**config.mk**
```make
export PLATFORM = sky130hd
export DESIGN_NAME = vector_list_sequencer_flat
export DESIGN_NICKNAME = d
export VERILOG_FILES = /design/src/rtl/vector_list_sequencer_if.sv /design/src/rtl/vector_list_sequencer.sv /design/src/flat_wrapper.sv
export SDC_FILE = /design/constraint.sdc
export NUM_CORES = 1
export LEC_CHECK = 0
export ABC_CLOCK_PERIOD_IN_PS = 2200
export CAP_MARGIN = 20
export CORE_ASPECT_RATIO = 1.1
export CORE_UTILIZATION = 40
export DETAILED_ROUTE_END_ITERATION = 12
export PLACE_DENSITY = 0.68
export SLEW_MARGIN = 20
export SYNTH_ARGS = -nofsm -noshare
export SYNTH_HDL_FRONTEND = slang
export SYNTH_SLANG_ARGS = --single-unit
```
**constraint.sdc**
```tcl
create_clock -name clk -period 2.2 [get_ports clk]
set_input_delay 0.44 -clock clk [delete_from_list [all_inputs] [get_ports clk]]
set_output_delay 0.44 -clock clk [all_outputs]
set_load 0.03 [all_outputs]
```
**src/rtl/vector_list_sequencer_if.sv**
```systemverilog
`default_nettype none
// +--------------------------------------------------------------------------+
// | vector_list_sequencer_if                                                  |
// | Display-list memory read port plus the jump/draw/ready handshake to the   |
// | vector beam controller.                                                   |
// | Revision: 1.0                                                             |
// +--------------------------------------------------------------------------+
interface vector_list_sequencer_if #(
  parameter int ADDR_W = 10
);
  logic [ADDR_W-1:0] mem_addr;
  logic [25:0]       mem_data;
  logic [11:0]       x;
  logic [11:0]       y;
  logic              jump;
  logic              draw;
  logic              ctrl_ready;
  logic              beam_on;

  // Sequencer side
  modport master (
    output mem_addr, x, y, jump, draw, beam_on,
    input  mem_data, ctrl_ready
  );

  // Memory / controller side
  modport slave (
    input  mem_addr, x, y, jump, draw, beam_on,
    output mem_data, ctrl_ready
  );
endinterface
`default_nettype wire

```
**src/rtl/vector_list_sequencer.sv**
```systemverilog
`default_nettype none
// +--------------------------------------------------------------------------+
// | vector_list_sequencer                                                     |
// | Fetches jump/draw/NOP/EOF commands from a synchronous-read display list   |
// | and plays them into the vector controller with handshake, guard cycles,   |
// | optional post-jump settling, frame looping and beam blanking.             |
// | Optional feature macro: VECSEQ_DWELL_EN (adds the SETTLE state).          |
// | Revision: 1.0                                                             |
// +--------------------------------------------------------------------------+
module vector_list_sequencer #(
  parameter int ADDR_W = 10,
  parameter int DWELL  = 16
) (
  input  logic clk,
  input  logic reset_n,
  input  logic start,
  input  logic stop,
  input  logic loop,
  output logic busy,
  output logic frame_done,
  vector_list_sequencer_if.master bus
);

  localparam logic [1:0]        OP_JUMP   = 2'b00;
  localparam logic [1:0]        OP_DRAW   = 2'b01;
  localparam logic [1:0]        OP_EOF    = 2'b10;
  localparam logic [1:0]        OP_NOP    = 2'b11;
  localparam logic [ADDR_W-1:0] LAST_ADDR = '1;

  // Settle length must fit the 8-bit dwell counter
  if (DWELL < 1 || DWELL > 255) begin : g_dwell_range
    $error("vector_list_sequencer: DWELL must be in 1..255");
  end

  typedef enum logic [2:0] {
    S_IDLE,
    S_FETCH,
    S_DECODE,
    S_WAIT_RDY,
    S_ISSUE,
    S_GUARD,
    S_WAIT_DONE
`ifdef VECSEQ_DWELL_EN
    , S_SETTLE
`endif
  } state_t;

  state_t            state;
  state_t            state_next;
  logic [ADDR_W-1:0] addr;
  logic [ADDR_W-1:0] addr_next;
  logic [1:0]        opcode;
  logic              op_draw;
  logic [11:0]       x_lat;
  logic [11:0]       y_lat;
  logic [11:0]       x_q;
  logic [11:0]       y_q;
  logic              guard_cnt;
  logic              latch_cmd;
  logic              load_xy;

  assign opcode = bus.mem_data[25:24];

`ifdef VECSEQ_DWELL_EN
  localparam logic [7:0] DWELL_LAST = 8'(DWELL - 1);
  logic [7:0] dwell_cnt;

  // Counts blanked settle cycles while in SETTLE, cleared elsewhere
  always_ff @(posedge clk) begin
    if (!reset_n) begin
      dwell_cnt <= 8'd0;
    end else if (state == S_SETTLE) begin
      dwell_cnt <= dwell_cnt + 8'd1;
    end else begin
      dwell_cnt <= 8'd0;
    end
  end
`endif

  // State and read-address registers
  always_ff @(posedge clk) begin
    if (!reset_n) begin
      state <= S_IDLE;
      addr  <= '0;
    end else begin
      state <= state_next;
      addr  <= addr_next;
    end
  end

  // Next-state, address sequencing and frame-boundary decisions
  always_comb begin
    state_next = state;
    addr_next  = addr;
    latch_cmd  = 1'b0;
    load_xy    = 1'b0;
    frame_done = 1'b0;
    case (state)
      S_IDLE: begin
        if (start && !stop) begin
          addr_next  = '0;
          state_next = S_FETCH;
        end
      end
      S_FETCH: state_next = S_DECODE;
      S_DECODE: begin
        case (opcode)
          OP_EOF: begin
            frame_done = 1'b1;
            if (loop && !stop) begin
              addr_next  = '0;
              state_next = S_FETCH;
            end else begin
              state_next = S_IDLE;
            end
          end
          OP_NOP: begin
            // A NOP in the last word still closes the frame like an EOF
            if (addr == LAST_ADDR) begin
              frame_done = 1'b1;
              addr_next  = '0;
              state_next = (loop && !stop) ? S_FETCH : S_IDLE;
            end else begin
              addr_next  = addr + 1'b1;
              state_next = S_FETCH;
            end
          end
          default: begin
            latch_cmd  = 1'b1;
            state_next = S_WAIT_RDY;
          end
        endcase
      end
      S_WAIT_RDY: begin
        if (bus.ctrl_ready) begin
          load_xy    = 1'b1;
          state_next = S_ISSUE;
        end
      end
      S_ISSUE: state_next = S_GUARD;
      S_GUARD: begin
        // ctrl_ready is still stale for two cycles after the issue
        if (guard_cnt) begin
`ifdef VECSEQ_DWELL_EN
          state_next = op_draw ? S_WAIT_DONE : S_SETTLE;
`else
          state_next = S_WAIT_DONE;
`endif
        end
      end
`ifdef VECSEQ_DWELL_EN
      S_SETTLE: begin
        if (dwell_cnt == DWELL_LAST) begin
          state_next = S_WAIT_DONE;
        end
      end
`endif
      S_WAIT_DONE: begin
        if (bus.ctrl_ready) begin
          if (addr == LAST_ADDR) begin
            frame_done = 1'b1;
            addr_next  = '0;
            state_next = (loop && !stop) ? S_FETCH : S_IDLE;
          end else begin
            addr_next  = addr + 1'b1;
            state_next = stop ? S_IDLE : S_FETCH;
          end
        end
      end
      default: state_next = S_IDLE;
    endcase
  end

  // Command latch, visible target coordinates and guard counter
  always_ff @(posedge clk) begin
    if (!reset_n) begin
      op_draw   <= 1'b0;
      x_lat     <= 12'd0;
      y_lat     <= 12'd0;
      x_q       <= 12'd0;
      y_q       <= 12'd0;
      guard_cnt <= 1'b0;
    end else begin
      if (latch_cmd) begin
        op_draw <= (opcode == OP_DRAW);
        x_lat   <= bus.mem_data[23:12];
        y_lat   <= bus.mem_data[11:0];
      end
      if (load_xy) begin
        x_q <= x_lat;
        y_q <= y_lat;
      end
      guard_cnt <= (state == S_GUARD) ? ~guard_cnt : 1'b0;
    end
  end

  // Jump opcode is implied by !op_draw; kept for readability of the decode
  logic unused_op_jump;
  assign unused_op_jump = (OP_JUMP == 2'b00);

  assign bus.mem_addr = addr;
  assign bus.x        = x_q;
  assign bus.y        = y_q;
  assign bus.jump     = (state == S_ISSUE) && !op_draw;
  assign bus.draw     = (state == S_ISSUE) && op_draw;
  assign bus.beam_on  = op_draw && ((state == S_ISSUE) || (state == S_GUARD) ||
                                    (state == S_WAIT_DONE));
  assign busy         = (state != S_IDLE);

endmodule
`default_nettype wire

```
**src/flat_wrapper.sv**
```systemverilog
// flat-port wrapper written by rule: the top's interface ports become plain ports
module vector_list_sequencer_flat 
#(
  parameter int ADDR_W = 10,
  parameter int DWELL  = 16
)
  (clk, reset_n, start, stop, loop, busy, frame_done, bus_mem_addr, bus_x, bus_y, bus_jump, bus_draw, bus_beam_on, bus_mem_data, bus_ctrl_ready);
  vector_list_sequencer_if #(.ADDR_W(ADDR_W)) bus_i ();
  input  logic clk;
  input  logic reset_n;
  input  logic start;
  input  logic stop;
  input  logic loop;
  output logic busy;
  output logic frame_done;
  output wire logic [$bits(bus_i.mem_addr)-1:0] bus_mem_addr;
  output wire logic [$bits(bus_i.x)-1:0] bus_x;
  output wire logic [$bits(bus_i.y)-1:0] bus_y;
  output wire logic [$bits(bus_i.jump)-1:0] bus_jump;
  output wire logic [$bits(bus_i.draw)-1:0] bus_draw;
  output wire logic [$bits(bus_i.beam_on)-1:0] bus_beam_on;
  input wire logic [$bits(bus_i.mem_data)-1:0] bus_mem_data;
  input wire logic [$bits(bus_i.ctrl_ready)-1:0] bus_ctrl_ready;
  assign bus_mem_addr = bus_i.mem_addr;
  assign bus_x = bus_i.x;
  assign bus_y = bus_i.y;
  assign bus_jump = bus_i.jump;
  assign bus_draw = bus_i.draw;
  assign bus_beam_on = bus_i.beam_on;
  assign bus_i.mem_data = bus_mem_data;
  assign bus_i.ctrl_ready = bus_ctrl_ready;
  vector_list_sequencer #(.ADDR_W(ADDR_W), .DWELL(DWELL)) u_core (.clk(clk), .reset_n(reset_n), .start(start), .stop(stop), .loop(loop), .busy(busy), .frame_done(frame_done), .bus(bus_i));
endmodule
```
* After elaboration in Yosys (flattened, before gate mapping)
Cells that the tools add are included.
Word-level totals: input bits 32, word-level logic and storage cells 66, flip-flop bits (word level) 63, output and inout port bits 39
Cells by class: mux-type cells 24, add/subtract/negate cells 1, reduce and logical (&&, ||, !) cells 16, bitwise logic cells 1, equal/unequal tests 16
Operator list (count):
- 10-bit 2-to-1 mux | 4
- 10-bit case mux with 3 select lines | 1
- 3-bit case mux with 7 select lines | 1
- 10-bit case mux with 2 select lines | 1
- 3-bit 2-to-1 mux | 6
- 10-bit by 1-bit adder with 10-bit output, second input constant | 1
- 10-bit equality test, second input constant | 1
- 3-bit equality test, second input constant | 3
- 1-bit 2-to-1 mux | 8
- 3-bit by 2-bit equality test with 1-bit output, second input constant | 2
- 3-bit by 2-bit != test with 1-bit output, second input constant | 2
- 3-bit case mux with 2 select lines | 1
- 3-bit nonzero test | 2
- 1-bit logical AND | 5
- 5-bit AND reduction | 1
- 2-bit equality test, second input constant | 2
- 2-bit by 1-bit != test with 1-bit output, second input constant | 2
- 2-bit != test, second input constant | 2
- 1-bit case mux with 2 select lines | 2
- 4-bit AND reduction | 1
- 3-bit by 1-bit equality test with 1-bit output, second input constant | 1
- 3-bit zero test | 1
- 2-bit by 1-bit equality test with 1-bit output, second input constant | 1
- 1-bit zero test | 2
- other kinds (4) | 5

* Depth between registers and ports, before layout
Gate-level depths: netlist of the first run.
word-level depth 6, mapped depth 7, depth with buffers taken out 6

* Worst setup path before layout of the first run
Ideal clock, no wire load.
kind flip-flop to output port, start reg u_core.addr[0], in the netlist u_core.bus.mem_addr[0], end out frame_done, required time 1760 ps, cell stages (with the launch flop) 6, data arrival time 1882 ps, slack -122 ps, path buffers 0, path through dfxtp_1 ha_1 nand2_1 nor3_1 nand3_1 a21oi_1
On the way: word-level cells in the longest chain between the ends 4, elaborated cells on any way between the ends 5, those cells by class eq/ne: 1; mux: 4
RTL lines:
- start, declared | line vector_list_sequencer.sv:50 | logic [ADDR_W-1:0] addr;
- start signal, assigned | line vector_list_sequencer.sv:87 | addr <= addr_next;
- 10-bit equality test (*) | line vector_list_sequencer.sv:119, vector_list_sequencer.sv:160
- 1-bit 2-to-1 mux (*) | line vector_list_sequencer.sv:119, vector_list_sequencer.sv:160
- 1-bit case mux with 2 select lines / 1-bit 2-to-1 mux (equally long branches) | line vector_list_sequencer.sv:107, vector_list_sequencer.sv:159
- 1-bit case mux with 2 select lines (*) | line vector_list_sequencer.sv:98 | case (state)
- end, declared | line flat_wrapper.sv:15 | output logic frame_done;
Mark *: on every way between the ends. The rest lies on a longest branch, timed or not.

* Worst setup path in the final report of the first run
start reg u_core.addr[4], in the netlist u_core.bus.mem_addr[4], end out frame_done
Same word-level chain as after synthesis.

==> results of run 1 <==
==> where the power goes <==
group | internal [W] | switching [W]
sequential | 0.00116 | 0.0000223
clock | 0.000468 | 0.000435
combinational | 0.000130 | 0.000126
==> timing repair <==
item                       CTS  global route
hold endpoints to repair     0             0
setup buffers                0             1
pin swaps                    1             2
setup endpoints to repair    5             2
resized for setup            8             8
==> final cells by class <==
type                       instances  area, sq um
clock buffer                      13          159
clock inverter                     3         17.5
fill                             610         2490
inverter                           7         26.3
multi-input combinational        255         1260
sequential                        63         1270
tap                               80          100
timing repair buffer              93          896
==> metal layers <==
metal / up-vias / global-route usage, %
met5: - / 0
met4: 0 / 7.77
met3: 4 / 5.47
met2: 69 / 34.0
met1: 1215 / 25.4
li1: 1341 / -
==> worst max-delay path, cell delays in order (launching register included) <==
cell and delay, ns:
dfxtp_4 0.38, nand4_1 0.23, nor3_4 0.29, nand3_1 0.12, a21oi_2 0.19, buf_6 0.15
==> placed cells by master, fill, tap and decap left out, types with 3 or more instances in the layout <==
master and n:
a21oi_1 60, buf_4 21, clkbuf_8 11, clkdlybuf4s50_1 66
dfxtp_1 56, dfxtp_2 5, dlygate4sd2_1 3, inv_1 6
nand2_1 116, nand3_1 7, nand4_1 3, nor2_1 10
nor2b_1 3, nor3_2 3, o21ai_0 12, o22ai_1 4
or3_1 5
==> flip-flops by register name, summed over array words and instances, names as in the netlist <==
register,count
u_core.bus.mem_addr,10
u_core.bus.x,12
u_core.bus.y,12
u_core.guard_cnt,1
u_core.op_draw,1
u_core.state,3
u_core.x_lat,12
u_core.y_lat,12
==> cell families after synthesis <==
| kind of cell | Yosys count | share of synthesized area [%] |
|---|---|---|
| compound gates | 92 | 19.8 |
| fa+ha+maj | 1 | 0.479 |
| mux | 1 | 0.384 |
| simple gates | 161 | 26.6 |
| flops | 63 | 48.3 |
| buf+inv | 30 | 4.41 |
==> final timing paths <==
check                                               to                   start  depth (start not counted)  slack [ns]
worst max-delay path                        frame_done  u_core.bus.mem_addr[4]                          5        0.06
worst max register to register  u_core.bus.mem_addr[4]         u_core.state[2]                          5        0.36
worst min-delay path                   u_core.bus.x[5]         u_core.x_lat[5]                          2        0.45
worst min register to register         u_core.bus.x[5]         u_core.x_lat[5]                          2        0.45
==> per-stage QoR <==
stage / power (W) / utilization [%] / hold slack (ns)
finish: 0.00234 / 60.0 / 0.446
CTS: 0.00235 / 59.5 / 0.450
detailed placement: 0.00146 / 56.5 / 0.442
floorplan: 0.00132 / - / 0.432
global placement: 0.00146 / 56.5 / 0.435
global route: 0.00244 / 60.0 / 0.462
==> out/qor.txt, run 1 <==
I/O pins -> 71
YS warnings -> 0
Met3 wire len -> 389 um
Syn Std Cell Area -> 2610 sq um
Starting density of the core -> 41.9%
Slew margin rel. -> 64.8%
Final Critical Period -> 2.14 ns
Post-DRT Antenna Nets -> 0
Via density -> 5.11
Predominant post-synthesis flop cell -> dfxtp_1
Met2 WL post-DR -> 3260 um
GRT Total Usage -> 20.5%
Hold Path Class -> reg -> reg
Setup ws final -> 0.0605 ns
Total core area -> 6230 sq um
Clk slew on worst S/H paths -> 0.07 ns
Vias in the first global route -> 2,392
Post-synthesis cell type count -> 40
Fin nets -> 462
Fin cells -> 514
Initial antenna violation count -> 0
Status -> finished clean
Seq/Total Area, Yosys -> 48.3%
Crit Path Class -> reg -> out
Design area -> 3740 sq um
Root Driver -> clkbuf_8
Largest net degree at the start of global routing -> 53
Final Hold Violating Endpoints -> 0
Placed inst area -> 3520 sq um
Max-Cap Viols -> 0
Data arrival, critical path -> 1.70 ns
Area share of the largest cell type after synthesis -> 48.3%
CTS tree -> yes
Final slew viol count -> 0
Chip Height -> 86.7 um
Flops & latches, synth -> 63
Synth area leaders -> dfxtp_1, nand2_1, a21oi_1
Fmax -> 0.467 GHz
Worst slew pin tran -> 0.528 ns
Post-Route WL -> 6770 um
Clk buf depth -> 2
Most numerous cell in the Yosys netlist -> nand2_1
Die area -> 6850 sq um
RSZ-0062 raised after global routing -> true
Detail Placement HPWL -> 4540 um
DRC violations left -> 0
Setup Total Neg Slack -> 0 ns
First-pass GRT wire length -> 10,900 um
Gpl congestion -> 0.854
Ys async rst share -> 0%
Die width -> 79.0 um
Ant. Diodes -> 0
Pwr Density -> 625 nW/um^2
Gate Count Post-Synth -> 348
Clock Skew -> 0.00609 ns
Final setup violation count -> 0
H-tree depth -> 3
Top Metal Used -> met4
Pleak -> 1.30 nW
Synth Net Count -> 381
CP endpoint kind -> output pin
Top cell type by total area after synthesis -> dfxtp_1
Crit Path Max Fanout -> 8
Quantity of I/O buffers inserted on ports -> 70
Clock sink count -> 63
Final critical-path share of the clock period -> 97.3%
Met1 WL -> 3060 um
Ratio of cells with drive above 1 in the final layout -> 12.0%
Placed Cells -> 497
Worst endpoint required time -> 1.76 ns
Vias -> 2,629
Post-synth EDFFs -> 0
Most frequent cells after synthesis -> nand2_1, dfxtp_1, a21oi_1
DRT iter0 DRCs -> 101
Post-place setup slack -> -0.207 ns
GRT overflow -> 0
Syn Area/Cell -> 7.50 sq um
Avg WL per Cell -> 13.2 um
First drt pass iteration count -> 5
Num CTS Buffers -> 9
# rows -> 30
Synth-to-Final Area Change -> 43.2%
Max VDD drop -> 0.367 mV
Startpoint type of the worst setup path -> flip-flop
Post-CTS Hold Fix Bufs -> 0
Worst skew pair latency -> 0.33 ns
No activity file was read; power rests on OpenSTA's default activity.
==> inputs of run 2 (changes only) <==
CORE_MARGIN = 2   (was unset)
==> run 2 against run 1 <==
Worst hold slack is essentially flat. First-iteration DRC count increased by 40%. Clock power increased by 8.6%. Cell count increased by 0.97%. Sequential power is essentially flat. Global-route usage decreased by 0.50 points. Largest power group unchanged.
==> out/qor.txt, run 2 (synthesis gave the netlist of run 1 again) <==
Status -> finished clean (unchanged)
Fin nets -> 467 (was 462)
Post-DRT Antenna Nets -> 0 (unchanged)
Data arrival, critical path -> 1.69 ns (was 1.70 ns)
Fin cells -> 519 (was 514)
Crit Path Class -> reg -> out (unchanged)
Fmax -> 0.468 GHz (was 0.467 GHz)
Final Critical Period -> 2.13 ns (was 2.14 ns)
Num CTS Buffers -> 9 (unchanged)
DRT iter0 DRCs -> 141 (was 101)
Max-Cap Viols -> 0 (unchanged)
Detail Placement HPWL -> 4610 um (was 4540 um)
Final critical-path share of the clock period -> 97.0% (was 97.3%)
Pleak -> 1.32 nW (was 1.30 nW)
Avg WL per Cell -> 13.1 um (was 13.2 um)
Gpl congestion -> 0.872 (was 0.854)
Final setup violation count -> 0 (unchanged)
Overall Power -> 0.00241 W (was 0.00234 W)
Initial antenna violation count -> 0 (unchanged)
CTS tree -> yes (unchanged)
Met2 WL post-DR -> 3320 um (was 3260 um)
Ant. Diodes -> 0 (unchanged)
Met3 wire len -> 375 um (was 389 um)
RSZ-0062 raised after global routing -> true (unchanged)
Pwr Density -> 636 nW/um^2 (was 625 nW/um^2)
Root Driver -> clkbuf_8 (unchanged)
Placed Cells -> 498 (was 497)
Vias -> 2,669 (was 2,629)
Vias in the first global route -> 2,418 (was 2,392)
H-tree depth -> 3 (unchanged)
GRT overflow -> 0 (unchanged)
DRC violations left -> 0 (unchanged)
Hold Path Class -> reg -> reg (unchanged)
Worst skew pair latency -> 0.33 ns (about the same)
Commonest non-fill, non-tap cell in the layout -> nand2_1 (unchanged)
Design area -> 3790 sq um (was 3740 sq um)
Post-Route WL -> 6820 um (was 6770 um)
Clk buf depth -> 2 (unchanged)
Worst endpoint required time -> 1.76 ns (about the same)
Via density -> 5.14 (was 5.11)
Clock sink count -> 63 (unchanged)
CP endpoint kind -> output pin (unchanged)
Ratio of cells with drive above 1 in the final layout -> 13.4% (was 12.0%)
Startpoint type of the worst setup path -> flip-flop (unchanged)
Total core area -> 6230 sq um (unchanged)
Synth-to-Final Area Change -> 45.1% (was 43.2%)
Final slew viol count -> 0 (unchanged)
Max VDD drop -> 0.292 mV (was 0.367 mV)
Met1 WL -> 3070 um (was 3060 um)
Final Hold Violating Endpoints -> 0 (unchanged)
First drt pass iteration count -> 4 (was 5)
Crit Path Max Fanout -> 6 (was 8)
Quantity of I/O buffers inserted on ports -> 70 (unchanged)
Die area -> 7190 sq um (was 6850 sq um)
I/O pins -> 71 (unchanged)
# rows -> 30 (unchanged)
Most frequent cells in the layout -> nand2_1, clkdlybuf4s50_1, a21oi_1 (unchanged)
Top Metal Used -> met4 (unchanged)
Fillers -> 600 (was 610)
First-pass GRT wire length -> 11,000 um (was 10,900 um)
Placed inst area -> 3530 sq um (was 3520 sq um)
WHS -> 0.446 ns (about the same)
Die width -> 81.0 um (was 79.0 um)
Clock Skew -> 0.00945 ns (was 0.00609 ns)
Clk slew on worst S/H paths -> 0.07 ns (about the same)
Largest net degree at the start of global routing -> 38 (was 53)
Starting density of the core -> 41.9% (unchanged)
Slew margin rel. -> 68.1% (was 64.8%)
Worst slew pin tran -> 0.477 ns (was 0.528 ns)
GRT Total Usage -> 20.0% (was 20.5%)
Chip Height -> 88.7 um (was 86.7 um)
==> run 2: cell count changes in the layout (fill, tap and decap cells not counted), moves of 2 or more <==
cell / change
clkbuf_1: -2
clkbuf_8: -2
buf_4: +5
clkinvlp_4: +2
==> run 2: final timing paths <==
kind | cells after the start | endpoint | slack, ns | start
min reg2reg | 2 | u_core.bus.x[7] | 0.45 | u_core.x_lat[7]
min | 2 | u_core.bus.x[7] | 0.45 | u_core.x_lat[7]
max | 6 | frame_done | 0.07 | u_core.bus.mem_addr[5]
max reg2reg | 5 | u_core.bus.mem_addr[4] | 0.18 | u_core.state[1]
==> run 2: critical path, stage by stage (launching register included) <==
cell	delay [ns]
dfxtp_2	0.38
nand4_1	0.17
nor3_2	0.22
buf_4	0.15
nand3_1	0.09
a21oi_2	0.20
buf_6	0.15
==> run 2: cell type report <==
type	instances	area, sq um	share of cell area [%]
Sequential cell	63	1280	33.7
Inverter	7	26.3	0.694
Tap cell	80	100	2.64
Clock buffer	9	124	3.27
Multi-Input combinational cell	255	1250	33.1
Timing Repair Buffer	98	932	24.6
Clock inverter	7	71.3	1.88
==> run 2: timing repair <==
item	4_1_cts	5_1_grt
setup endpoints to repair	5	2
pin swaps	2	2
setup buffers	3	2
hold buffers	0	0
gates resized for setup	13	4
==> run 2: metal layers <==
metal	vias to the layer above	global-route usage [%]
li1	1357	-
met1	1225	24.1
met2	83	34.0
met3	4	4.90
met4	0	8.63
met5	-	0
==> run 2: report_power, final <==
group / internal [W] / leakage, nW / switching (W)
Clock: 0.000522 / 0.0916 / 0.000458
Combinational: 0.000127 / 0.712 / 0.000131
Sequential: 0.00115 / 0.512 / 0.0000173
Total: 0.00180 / 1.32 / 0.000606
==> run 2: stage by stage <==
step	util [%]	setup TNS, ns	worst slack, ns
floorplan	-	0	0.0160
global placement	56.7	-1.36	-0.210
detailed placement	56.7	-1.64	-0.250
CTS	60.4	0	0.0193
global route	60.8	-0.0426	-0.0284
finish	60.8	0	0.0655
